$ cat config.mk
export PLATFORM = sky130hd
export DESIGN_NAME = regfile_16x16
export DESIGN_NICKNAME = d
export VERILOG_FILES = /design/src/rtl/regfile_16x16_pkg.sv /design/src/rtl/regfile_16x16_read_port.sv /design/src/rtl/regfile_16x16.sv
export SDC_FILE = /design/constraint.sdc
export NUM_CORES = 1
export LEC_CHECK = 0
export ABC_CLOCK_PERIOD_IN_PS = 2300
export CAP_MARGIN = 20
export CORE_ASPECT_RATIO = 1.5
export CORE_MARGIN = 2
export CORE_UTILIZATION = 40
export CTS_CLUSTER_SIZE = 40
export DETAILED_ROUTE_END_ITERATION = 7
export SLEW_MARGIN = 20
export SYNTH_ARGS = -nofsm -noshare
export SYNTH_HDL_FRONTEND = slang
export SYNTH_HIERARCHICAL = 1
export SYNTH_SLANG_ARGS = --single-unit
$ cat constraint.sdc
create_clock -name CLK -period 2.3 [get_ports CLK]
set_input_delay 0.345 -clock CLK [delete_from_list [all_inputs] [get_ports CLK]]
set_output_delay 0.345 -clock CLK [all_outputs]
set_load 0.03 [all_outputs]
$ cat src/rtl/regfile_16x16_pkg.sv
// ---------------------------------------------------------------------------
// regfile_16x16_pkg
// Shared constants for the 16-bit MIPS datapath: default bus widths, the
// hard-wired zero register address and the all-zero word. The ALU and SLT
// units use the same constants.
// No ports (package).
// ---------------------------------------------------------------------------
package regfile_16x16_pkg;

  localparam int unsigned DATA_W_DEF = 16;
  localparam int unsigned ADDR_W_DEF = 4;

  localparam logic [3:0]  REG_ZERO  = 4'd0;
  localparam logic [15:0] ZERO_WORD = 16'h0000;

endpackage

$ cat src/rtl/regfile_16x16_read_port.sv
// ---------------------------------------------------------------------------
// regfile_read_port
// One combinational read port of the register file. It forces address 0 to
// read as zero. When REGFILE_BYPASS_EN is defined, it also forwards the
// write data of an in-flight write to the same address, so writeback-to-
// decode needs no stall.
//
// Ports:
//   i_rst_n  reset, active-low; a low level suppresses the bypass
//   i_ra     read address
//   i_rdata  stored contents of register i_ra (don't care for address 0)
//   i_we     write enable of the write port
//   i_wa     write address of the write port
//   i_wd     write data of the write port
//   o_rd     read data
//
// Macro: REGFILE_BYPASS_EN enables write-through forwarding.
// ---------------------------------------------------------------------------
module regfile_read_port
  import regfile_16x16_pkg::*;
#(
  parameter int unsigned DATA_W = DATA_W_DEF,
  parameter int unsigned ADDR_W = ADDR_W_DEF
) (
  input  logic              i_rst_n,
  input  logic [ADDR_W-1:0] i_ra,
  input  logic [DATA_W-1:0] i_rdata,
  input  logic              i_we,
  input  logic [ADDR_W-1:0] i_wa,
  input  logic [DATA_W-1:0] i_wd,
  output logic [DATA_W-1:0] o_rd
);

  logic [DATA_W-1:0] w_sel;

  assign w_sel = (i_ra == ADDR_W'(REG_ZERO)) ? DATA_W'(ZERO_WORD) : i_rdata;

`ifdef REGFILE_BYPASS_EN
  logic w_hit;

  // A write to r0 is discarded, so it must never be forwarded either.
  assign w_hit = i_rst_n && i_we && (i_wa != ADDR_W'(REG_ZERO)) && (i_wa == i_ra);
  assign o_rd  = w_hit ? i_wd : w_sel;
`else
  logic w_unused;

  // Write-port signals only matter when forwarding is built in.
  assign w_unused = ^{i_rst_n, i_we, i_wa, i_wd};
  assign o_rd     = w_sel;
`endif

endmodule

$ cat src/rtl/regfile_16x16.sv
// ---------------------------------------------------------------------------
// regfile_16x16
// Operand register file for the 16-bit MIPS datapath. It has 16 registers of
// 16 bits. r0 is not stored and always reads zero. There are two
// combinational read ports (RS/RT) and one synchronous write port driven by
// writeback. An asynchronous active-low reset clears all stored registers.
//
// Ports:
//   CLK    system clock, rising edge
//   RST_N  asynchronous reset, active-low
//   WE     write enable
//   WA     write address
//   WD     write data
//   RA1    read address, port 1 (rs)
//   RA2    read address, port 2 (rt)
//   RS     read data, port 1 (ALU operand A)
//   RT     read data, port 2 (ALU operand B)
//
// Macro: REGFILE_BYPASS_EN turns on write-through forwarding in both read
// ports. Without it, a same-cycle read returns the old value.
// ---------------------------------------------------------------------------
module regfile_16x16
  import regfile_16x16_pkg::*;
#(
  parameter int unsigned DATA_W = DATA_W_DEF,
  parameter int unsigned ADDR_W = ADDR_W_DEF
) (
  input  logic              CLK,
  input  logic              RST_N,
  input  logic              WE,
  input  logic [ADDR_W-1:0] WA,
  input  logic [DATA_W-1:0] WD,
  input  logic [ADDR_W-1:0] RA1,
  input  logic [ADDR_W-1:0] RA2,
  output logic [DATA_W-1:0] RS,
  output logic [DATA_W-1:0] RT
);

  localparam int unsigned NREGS = 2 ** ADDR_W;

  // Only r1..r(NREGS-1) hold state.
  logic [DATA_W-1:0] r_regs [NREGS-1:1];
  logic [DATA_W-1:0] w_rdata1;
  logic [DATA_W-1:0] w_rdata2;

  always_ff @(posedge CLK or negedge RST_N) begin
    if (!RST_N) begin
      for (int i = 1; i < NREGS; i++) begin
        r_regs[i] <= DATA_W'(ZERO_WORD);
      end
    end else begin
      for (int i = 1; i < NREGS; i++) begin
        if (WE && (WA == ADDR_W'(i))) begin
          r_regs[i] <= WD;
        end
      end
    end
  end

  // Address 0 selects nothing here; the read port substitutes zero.
  always_comb begin
    w_rdata1 = DATA_W'(ZERO_WORD);
    w_rdata2 = DATA_W'(ZERO_WORD);
    for (int i = 1; i < NREGS; i++) begin
      if (RA1 == ADDR_W'(i)) w_rdata1 = r_regs[i];
      if (RA2 == ADDR_W'(i)) w_rdata2 = r_regs[i];
    end
  end

  regfile_read_port #(
    .DATA_W (DATA_W),
    .ADDR_W (ADDR_W)
  ) u_port_rs (
    .i_rst_n (RST_N),
    .i_ra    (RA1),
    .i_rdata (w_rdata1),
    .i_we    (WE),
    .i_wa    (WA),
    .i_wd    (WD),
    .o_rd    (RS)
  );

  regfile_read_port #(
    .DATA_W (DATA_W),
    .ADDR_W (ADDR_W)
  ) u_port_rt (
    .i_rst_n (RST_N),
    .i_ra    (RA2),
    .i_rdata (w_rdata2),
    .i_we    (WE),
    .i_wa    (WA),
    .i_wd    (WD),
    .o_rd    (RT)
  );

endmodule
* After elaboration in Yosys (flattened, before gate mapping)
Cells that the tools add are included.
Storage, ports and cells: bits in registers 240, latch bits 0, memory bits (writable) 0, ROM bits 0, output and inout bits 32, logic and storage cells 109, memories kept 0
Cells by class: $add $sub $neg 0, $mul 0, divide/modulo/power cells 0, $lt $le $gt $ge 0, equality and inequality tests 45, shift-type cells 0, muxes and demuxes 32, bitwise gates (word level) 0, reductions and logical operators 17
Operator list (count):
- $mux W16 | 32
- $eq A4 B4 Y1 const B | 24
- $eq A4 B3 Y1 const B | 12
- $eq A4 B2 Y1 const B | 6
- $logic_and A1 B1 Y1 | 15
- $eq A4 B1 Y1 const B | 3
- $logic_not A4 Y1 | 2

* Longest topological paths before layout
depth after elaboration 17, depth in mapped cells 9, gate-level depth less buffers 6

* Modules after synthesis
Netlist, hierarchy kept.
Modules (own cells, without submodules):
- regfile_16x16 | times used 1, cells each 1274, area each 14193.6 um2, sequential area each 6005.8 um2
- regfile_read_port | times used 2, cells each 24, area each 251.5 um2, sequential area each 0.0 um2

* Worst setup path before layout
No wires, ideal clock.
path type input-to-output, start point input port RA1[0], end point output port RS[7], data arrival time 1848 ps, required time 1955 ps, path slack 107 ps, stages 8, cell sequence buf_4 buf_6 buf_6 nor2_1 a221oi_1 a311o_1 o211ai_1 o41a_1
On the way: longest elaborated chain between the ends 17, elaborated cells between the ends (all ways) 32, classes of those cells eq/ne: 15; mux: 16; reduce/logical: 1
Ends and longest elaborated chain:
- from (decl) | RTL line regfile_16x16.sv:33 | input logic [ADDR_W-1:0] RA1,
- $eq A4 B1 Y1 | RTL line regfile_16x16.sv:65 | if (RA1 == ADDR_W'(i)) w_rdata1 = r_regs[i];
- $mux W16 (14 in a row) | RTL line regfile_16x16.sv:65
- $mux W16 * | RTL line regfile_16x16.sv:65
- named net w_rdata1[7] | RTL line regfile_16x16.sv:43 | logic [DATA_W-1:0] w_rdata1;
- $mux W16 * | RTL line regfile_16x16_read_port.sv:36 | assign w_sel = (i_ra == ADDR_W'(REG_ZERO)) ? DATA_W'(ZERO_WORD) : i_rdata;
- to (decl) | RTL line regfile_16x16.sv:35 | output logic [DATA_W-1:0] RS,
The timed path passes the listed nets; every way through them passes the cells marked *.

* Final worst setup path
start point register r_regs[14] in the netlist's numbering, end point output port RS[14]
On the way: longest elaborated chain between the ends 16
Ends and longest elaborated chain:
- from (decl) | RTL line regfile_16x16.sv:42 | logic [DATA_W-1:0] r_regs [NREGS-1:1];
- from (signal, indexed assignment) | RTL line regfile_16x16.sv:49 | r_regs[i] <= DATA_W'(ZERO_WORD);
- $mux W16 (15 in a row) | RTL line regfile_16x16.sv:65
- named net w_rdata1[14] | RTL line regfile_16x16.sv:43
- $mux W16 | RTL line regfile_16x16_read_port.sv:36
The timed path passes the listed nets, and every way through them passes these cells.

==> results.md <==
* Vias in the first global route at approximately 13000
* Synth Flop Type: dfrtp_1
* Clock Sinks at between 200 and 250
* Synth Area in Simple Gates at 0.0807
* Critical Path End Type: output pin
* Most frequent cells in the layout: buf_4, dfrtp_1, mux2_2
* Die ar. at approximately 38000 µm²
* Syn. warnings at 6
* CTS root buffer: clkbuf_16
* Vias at between 10000 and 15000
* Port bufs at between 60 and 70
* Crit start category: flop
* Util after Layout at 0.533
* WP data required at 1960 ps
* Leakage power total at between 8 and 9 nW
* # rows at 86
* Max Root-Sink Buffers at 3
* Drt total wl at just under 60 mm
* Largest net degree at the start of global routing at 65
* Max FFs per register at 240
* Area delta synth->final at 32.4%
* Final worst path period share at 1.15
* Initial antenna violation count at 0
* Setup slack after layout at -346 ps
* DRC viols at 0
* Achievable Freq at 0.378 GHz
* CTS tree: built
* Synthesized net count at between 1000 and 1500
* Drt wl/cell at 28.6 µm
* Diodes inserted at 0
* Violated checks: negative setup slack
* Post-Synthesis Mean Instance Area at around 11 µm²
* Total global-route track usage at 0.307
* WS Path Type: reg2out
* Adder-cell share of the synthesized area at 0
* Main combinational cell family by area after synthesis: multiplexers
* Core region area at about 36000 µm²
* CP Data Arrival Time at 2300 ps
* I/O pin count at 63
* CTS buffer count at 25
* Grt total ovfl at 0
* Max-cap check violation count at 0
* Run status: complete, but fails checks
* Top reg by flops: r_regs
* Largest regs: r_regs x240
* VDD IR-drop max at about 0.00052 V
* Post-Layout Cell Count at slightly above 2000
* Total power at 15.0 mW
* DP Wirelength at around 42 mm
* Tmin final at 2650 ps
* GPL Wtd Cong at between 0.9 and 1
* Compound-Gate Fraction of Synth Area at 0.187
* Seq/Total Area, Yosys at 0.409
* Slew Limit Fails at 0
* Register bit total from synthesis at 240
* DR vias/cell at between 6 and 7
* Antenna Nets Post-Route at 0
* Dpl cells at around 2000
* Clk_skew at 0 ps
* DR pass1 iterations at 6
* Cell area power density at 773 nW/µm²
* Final setup viols at 32
* Total Nets Final at approximately 1600
* Clock slew at reported path FFs at roughly 70 ps
* Mux cell area share after synthesis at 0.269
* Syn Std Cell Area at 14700 µm²
* Number of synthesized flops with an enable pin at 0
* XOR/XNOR Fraction of Synth Area at 0
* CP Max Fanout at 3
* Share of cells above drive strength 1 at 0.486
* Unique masters post-synth at 76
* Chip Width at 161 µm
* Worst min path class: in2async
* RSZ-0062 raised after global routing: true
* Die Height at 239 µm
* H-tree depth at 1
* Worst slew margin at 0.535
* Starting Density at 0.403
* Leading cell type in the layout, fill and taps excluded: buf_4
* Final hold violations at 0
* Final setup TNS at -4940 ps
* First-pass GRT wire length at approximately 88 mm
* Worst-Margin Slew at 696 ps
* DR iter-0 viols at ~1300
* Post-Synthesis Cells at between 1000 and 1500
* Worst-Skew Late Latency at 550 ps
* FFs w/ async S/R, synth at 1.00
-- worst paths after layout --
check | to | from | cells past startpoint | slack [ps]
max | RS[14] | r_regs[14] | 7 | -350
min | r_regs[152] | RST_N | 2 | 360
min reg2reg | r_regs[189] | r_regs[189] | 1 | 520
max in group asynchronous | r_regs[18] | RST_N | 3 | 1170
min in group CLK | r_regs[189] | r_regs[189] | 1 | 520
max reg2reg | r_regs[111] | r_regs[111] | 3 | 1300
-- worst max-delay path, stage by stage (launching register included) --
cell	delay, ps
dfrtp_2	460
mux2_4	290
a221oi_2	300
nand2_1	100
o2111ai_2	120
a31oi_4	140
o41a_1	180
buf_12	160
-- area by class of cell --
type,count,area (µm²)
Clock buffer,30,674
Clock inverter,12,181
Fill cell,3186,17000
Inverter,12,52.6
Multi-Input combinational cell,938,8420
Sequential cell,240,6010
Tap cell,484,606
Timing Repair Buffer,362,3510
-- power breakdown --
part / leakage (nW) / switching [mW] / internal [mW]
sequential: 2.94 / 0.961 / 5.21
combinational: 4.90 / 2.04 / 2.45
clock: 0.412 / 1.83 / 2.54
-- what timing repair did --
action / 4_1_cts / 5_1_grt
endpoints found under the hold margin: 57 / 0
hold buffers: 1 / 0
setup buffers: 26 / 14
pin swaps: 51 / 49
gates resized for setup: 138 / 58
endpoints found under the setup margin: 32 / 32
cloned: 0 / 0
-- stage by stage --
stage	setup WS [ps]	hold WS [ps]	instance area, µm²
finish	-346	359	19500
global route	-483	409	19500
CTS	-367	383	19100
detailed placement	-441	364	17600
global placement	-470	364	17600
floorplan	107	49.4	14700
-- cell usage after synthesis (26+ instances only) --
library cell,n,area share
dfrtp_1,240,0.41
mux2_2,230,0.18
a21oi_1,74,0.025
buf_2,72,0.025
o21ai_0,71,0.024
nor2_1,59,0.015
mux2i_1,48,0.033
nand2_1,46,0.012
o41a_1,32,0.025
clkbuf_1,30,0.0077
a22oi_1,26,0.013
-- per-layer routing --
metal  track usage  vias up  share of wire
met1         0.385     6720           0.39
met2         0.510      650           0.48
met4         0.177        0          0.063
li1              -     5600              -
met3        0.0404      194          0.061
met5             0        -              0
-- kinds of logic after synthesis --
group / count (synthesis)
compound gates: 383
buf+inv: 144
flops: 240
mux: 330
simple gates: 225
No activity file was read; power rests on OpenSTA's default activity.
==> variant 1: new RTL, config.mk and constraints unchanged <==
`REG_ZERO`: 4'd0 -> 4'd1.
--- a/src/rtl/regfile_16x16_pkg.sv
+++ b/src/rtl/regfile_16x16_pkg.sv
@@ -11,5 +11,5 @@
   localparam int unsigned ADDR_W_DEF = 4;
 
-  localparam logic [3:0]  REG_ZERO  = 4'd0;
+  localparam logic [3:0]  REG_ZERO  = 4'd1;
   localparam logic [15:0] ZERO_WORD = 16'h0000;
 
Behaviour: not the same (Yosys sat finds a counterexample within 4 cycles, from zero or initial values and one cycle with RST_N low).
==> variant 1 against the unedited design <==
- via count fell by 0.47%
- highest routed layer unchanged
- setup slack improved by 0.034 ns
- cell area rose by 3.3%
- sequential cell count did not move
- power rose by 1.0%
- routed wire length rose by 0.24%
- count of clock-buffer cells in the layout rose by 9
- area after synthesis fell by 1.4%
- first-iteration DRC count rose by 5.6%
- the run still ends with negative setup slack left
- clock skew did not move
- final cell count rose by 1.4%
==> variant 1: results (changes against the unedited design) <==
run_status:
  status: "complete, but fails checks"
  violations: "negative setup slack"
global_routing:
  track_usage: 0.311  # +0.00367
  use_met1: 0.388  # +0.00335
  grt_util_met3: 0.0380  # -0.00238
  grt_pass1_wl_um: 87400  # -0.16%
  met2_usage: 0.522  # +0.0114
sta:
  setup_tns_ns: -4.52  # +0.418 ns
  worst_hold_slack_ns: 0.250  # -0.109 ns
  setup_viol: 31  # -3.1%
  fin_ws_ns: -0.312  # +0.0345 ns
logic_synthesis:
  synth-seq-area-share: 0.414  # +0.00571
  synth_area_leaders: "dfrtp_1, mux2_2, mux2i_1, mux4_2, a21oi_1"
  syn_inst: 1310  # -0.91%
routing:
  dr.pass1.iters: 5  # -1
  drt-initial-drc-count: 1351  # +5.6%
  wl_met2_um: 28600  # -0.67%
  wl_per_cell_um: 28.3  # -1.2%
  drt-met1-wl_um: 23500  # +0.44%
cells_and_area:
  drive_gt1_frac: 0.520  # +0.0341
  nFillCells: 3072  # -3.6%
  finalNonFillerCells: 2108  # +1.4%
  nets: 1643  # +2.0%
power:
  power.internal_uw: 10400  # +1.6%
  cellLeakagePower_uw: 0.00872  # +5.7%
placement:
  dp_hpwl_um: 41100  # -1.1%
  dp_slack_ns: -0.577  # -0.136 ns
  place_area_um2: 17700  # +0.84%
setup_path:
  cp.arrival_ns: 2.27  # -0.03 ns
  timing.rr.end: "r_regs[151]"
  ff2ff_path_depth: 2  # -1
  r2r_start: "r_regs[151]"
clocking:
  cts_buffers: 26  # +4.0%
==> variant 1: how the worst max path moves through the flow <==
stage,from,to
floorplan,RA1[1],RS[9]
global placement,RA1[3],RS[1]
detailed placement,RA1[3],RS[5]
CTS,r_regs[17],RT[1]
global route,r_regs[6],RS[6]
finish,r_regs[14],RS[14]
==> variant 1: layout make-up <==
class	instances	area [um2]	area share
multi-input cells	940	8590	0.427
repair buffers	392	3980	0.198
clock buffers	39	801	0.0399
well taps	478	598	0.0298
clock inverters	7	66.3	0.00330
inverters	12	46.3	0.00230
flip-flops and latches	240	6010	0.299
==> variant 1: power by group through the flow <==
stage	Sequential [uW]	Clock (uW)	Combinational, uW
final	6160	4330	4710
after global routing	6250	4540	4970
after CTS	6100	4370	4410
after detailed placement	6190	0	3930
after global placement	6150	0	3870
after floorplan	5810	0	2480
==> variant 1: timing repair <==
action	CTS	global route
endpoints found under the setup margin	32	32
pin swaps	59	68
hold buffers	1	0
setup buffers	47	22
gates resized for setup	162	106
endpoints found under the hold margin	38	0
cloned	1	0
==> variant 1: cells by family (layout without fill, tap and decap cells) <==
kind of cell | after synthesis | count (layout) | share of synthesized area
buffers and inverters | 130 | 450 | 0.0474
DFF | 240 | 240 | 0.414
and+or+nand+nor | 259 | 259 | 0.101
AOI/OAI and AO/OA | 351 | 351 | 0.164
muxes | 330 | 330 | 0.273
==> variant 1: critical path: stages (launching register included) <==
cell,delay [ns]
dfrtp_1,0.41
mux2_4,0.30
a221oi_4,0.30
nand2_1,0.11
o2111ai_2,0.10
a31oi_2,0.13
and2b_2,0.22
buf_6,0.13
==> variant 2: new RTL, same flow settings <==
Without the edit above. Register the inputs `WE`, `WA`, `WD`, `RA1` and `RA2` before use, without a reset. The logic sees them one clock later.
--- a/src/rtl/regfile_16x16.sv
+++ b/src/rtl/regfile_16x16.sv
@@ -39,4 +39,18 @@
   localparam int unsigned NREGS = 2 ** ADDR_W;
 
+  logic WE_q;
+  logic [ADDR_W-1:0] WA_q;
+  logic [DATA_W-1:0] WD_q;
+  logic [ADDR_W-1:0] RA1_q;
+  logic [ADDR_W-1:0] RA2_q;
+
+  always_ff @(posedge CLK) begin
+    WE_q  <= WE;
+    WA_q  <= WA;
+    WD_q  <= WD;
+    RA1_q <= RA1;
+    RA2_q <= RA2;
+  end
+
   // Only r1..r(NREGS-1) hold state.
   logic [DATA_W-1:0] r_regs [NREGS-1:1];
@@ -51,6 +65,6 @@
     end else begin
       for (int i = 1; i < NREGS; i++) begin
-        if (WE && (WA == ADDR_W'(i))) begin
-          r_regs[i] <= WD;
+        if (WE_q && (WA_q == ADDR_W'(i))) begin
+          r_regs[i] <= WD_q;
         end
       end
@@ -63,6 +77,6 @@
     w_rdata2 = DATA_W'(ZERO_WORD);
     for (int i = 1; i < NREGS; i++) begin
-      if (RA1 == ADDR_W'(i)) w_rdata1 = r_regs[i];
-      if (RA2 == ADDR_W'(i)) w_rdata2 = r_regs[i];
+      if (RA1_q == ADDR_W'(i)) w_rdata1 = r_regs[i];
+      if (RA2_q == ADDR_W'(i)) w_rdata2 = r_regs[i];
     end
   end
@@ -73,9 +87,9 @@
   ) u_port_rs (
     .i_rst_n (RST_N),
-    .i_ra    (RA1),
+    .i_ra    (RA1_q),
     .i_rdata (w_rdata1),
-    .i_we    (WE),
-    .i_wa    (WA),
-    .i_wd    (WD),
+    .i_we    (WE_q),
+    .i_wa    (WA_q),
+    .i_wd    (WD_q),
     .o_rd    (RS)
   );
@@ -86,9 +100,9 @@
   ) u_port_rt (
     .i_rst_n (RST_N),
-    .i_ra    (RA2),
+    .i_ra    (RA2_q),
     .i_rdata (w_rdata2),
-    .i_we    (WE),
-    .i_wa    (WA),
-    .i_wd    (WD),
+    .i_we    (WE_q),
+    .i_wa    (WA_q),
+    .i_wd    (WD_q),
     .o_rd    (RT)
   );
Function: changed (Yosys sat finds a counterexample within 4 cycles, from zero or initial values and one cycle with RST_N low).
==> variant 2 against the unedited design <==
- the run still ends with negative setup slack left
- sequential cell count up 29
- cell area increased by 11%
- routed wire length grew 13%
- critical path depth increased by 1
- maximum frequency shrank 12%
- global-route usage is 1.9 points higher
- power rose by 9.6%
- synthesized cell count is 2.2% higher
- setup slack lost 0.38 ns
- largest cell class unchanged
- sequential share of layout area down 0.19 points
- count of clock-buffer cells in the layout is 8 higher
- critical endpoint is now RS[12]
- area after synthesis is 3.9% higher
==> variant 2: results (changes against the unedited design) <==
run_status:
  status: "complete, but fails checks"
  violations: "negative setup slack"
power:
  irDropWorstVdd_mv: 0.676  # +29%
  cellLeakagePower_uw: 0.00910  # +10%
  clkPwrFrac: 0.293  # +0.002
  swShare: 0.327  # +0.00534
  comb_power_share: 0.282  # -0.017
  p_clk_uw: 4830  # +11%
placement:
  dp_slack_ns: -0.555  # -0.113 ns
  dp_hpwl_um: 46100  # +11%
  dp_cells: 2038  # +2.1%
  gp_congestion: 1.02  # +3.1%
sta:
  setup_viol: 32  # unchanged
  fin_ws_ns: -0.722  # -0.375 ns
  setup_tns_ns: -19.93  # -14.99 ns
  slew_violations: 0  # unchanged
  max_slew_margin: 0.467  # -0.0679
logic_synthesis:
  ys_top_cells_by_count: "dfrtp_1, mux2_2, a21oi_1, buf_2, o21ai_0"
  synth.avg_cell_area_um2: 11.3  # +1.6%
  synth-seq-area-share: 0.432  # +0.0229
  synth.area.mux_share: 0.259  # -0.0100
  synth_cell_types: 77  # +1.3%
  synth_compound_area_frac: 0.180  # -0.00693
  synth_area_leaders: "dfrtp_1, mux2_2, dfxtp_1, mux2i_1, mux4_2"
  syn_nets: 1382  # +2.1%
setup_path:
  timing.rr.end: "r_regs[37]"
  startpoint: "RA1_q[1]"
  r2r_start: "WE_q"
  critPathMaxFanout: 6  # +3
  ff2ff_path_depth: 4  # +1
global_routing:
  first_global_vias: 13800  # +3.1%
  track_usage: 0.326  # +0.0187
  grt_max_degree: 86  # +32%
  grt_pass1_wl_um: 94100  # +7.5%
clocking:
  cts_buffers: 28  # +12%
  clk_latency_ns: 0.58  # +0.03 ns
  ctsHtreeMaxLevel: 1  # unchanged
routing:
  drt-initial-drc-count: 1336  # +4.5%
  avgViaCountPerCell: 6.40  # +1.0%
cells_and_area:
  nFillCells: 3184  # -0.063%
  largestRegisters: "r_regs x240, WD_q x16"
  finalNonFillerCells: 2180  # +4.9%
  drive_gt1_frac: 0.542  # +0.0561
[variant 2: cell count changes in the layout (fill, tap and decap cells not counted), moves of 8 or more]
cell / unedited run / this run
nor2b_4: 1 / 9
buf_4: 252 / 244
a221oi_2: 9 / 17
o21ai_0: 48 / 40
nor2_1: 51 / 41
buf_6: 38 / 78
clkbuf_16: 25 / 35
clkdlybuf4s50_1: 21 / 29
a21oi_2: 7 / 16
dfxtp_4: 0 / 8
dfxtp_1: 0 / 21
a221oi_1: 10 / 1
a21oi_1: 67 / 56
[variant 2: worst max-delay path by stage]
stage	end	slack, ns	cells after the start
2_1_floorplan	RS[7]	0.13	8
3_3_place_gp	RT[14]	-0.53	9
3_5_place_dp	RT[14]	-0.55	9
4_1_cts	RT[9]	-0.67	9
5_1_grt	RT[8]	-0.78	11
6_report	RS[12]	-0.72	8
[variant 2: cell type report]
class                   count  area [um2]  share of cell area
multi-input cells         938        8900               0.413
flip-flops and latches    269        6620               0.307
repair buffers            420        4390               0.204
clock buffers              38         810              0.0376
well taps                 489         612              0.0284
clock inverters            14         156             0.00726
inverters                  12        60.1             0.00279
[variant 2: worst max-delay path, stage by stage (launching register included)]
cell      delay, ns
dfxtp_4        0.37
buf_12         0.15
and3b_2        0.27
o21ai_4        0.28
o221ai_2       0.14
o221a_1        0.32
o21ai_2        0.20
o41a_1         0.24
buf_12         0.13
[variant 2: routing by layer]
layer / GRT usage / vias to the layer above / routed length (um)
met5: 0 / - / 0
met4: 0.244 / 0 / 6720
met3: 0.0461 / 356 / 4600
met2: 0.540 / 812 / 31900
met1: 0.379 / 6974 / 24000
li1: - / 5807 / -
[variant 2: repair_timing]
action	CTS	global route
hold buffers	1	0
pin swaps	60	66
buffers inserted	48	43
hold endpoints to repair	74	0
gates cloned	2	6
gates resized for setup	220	172
endpoints found under the setup margin	32	32
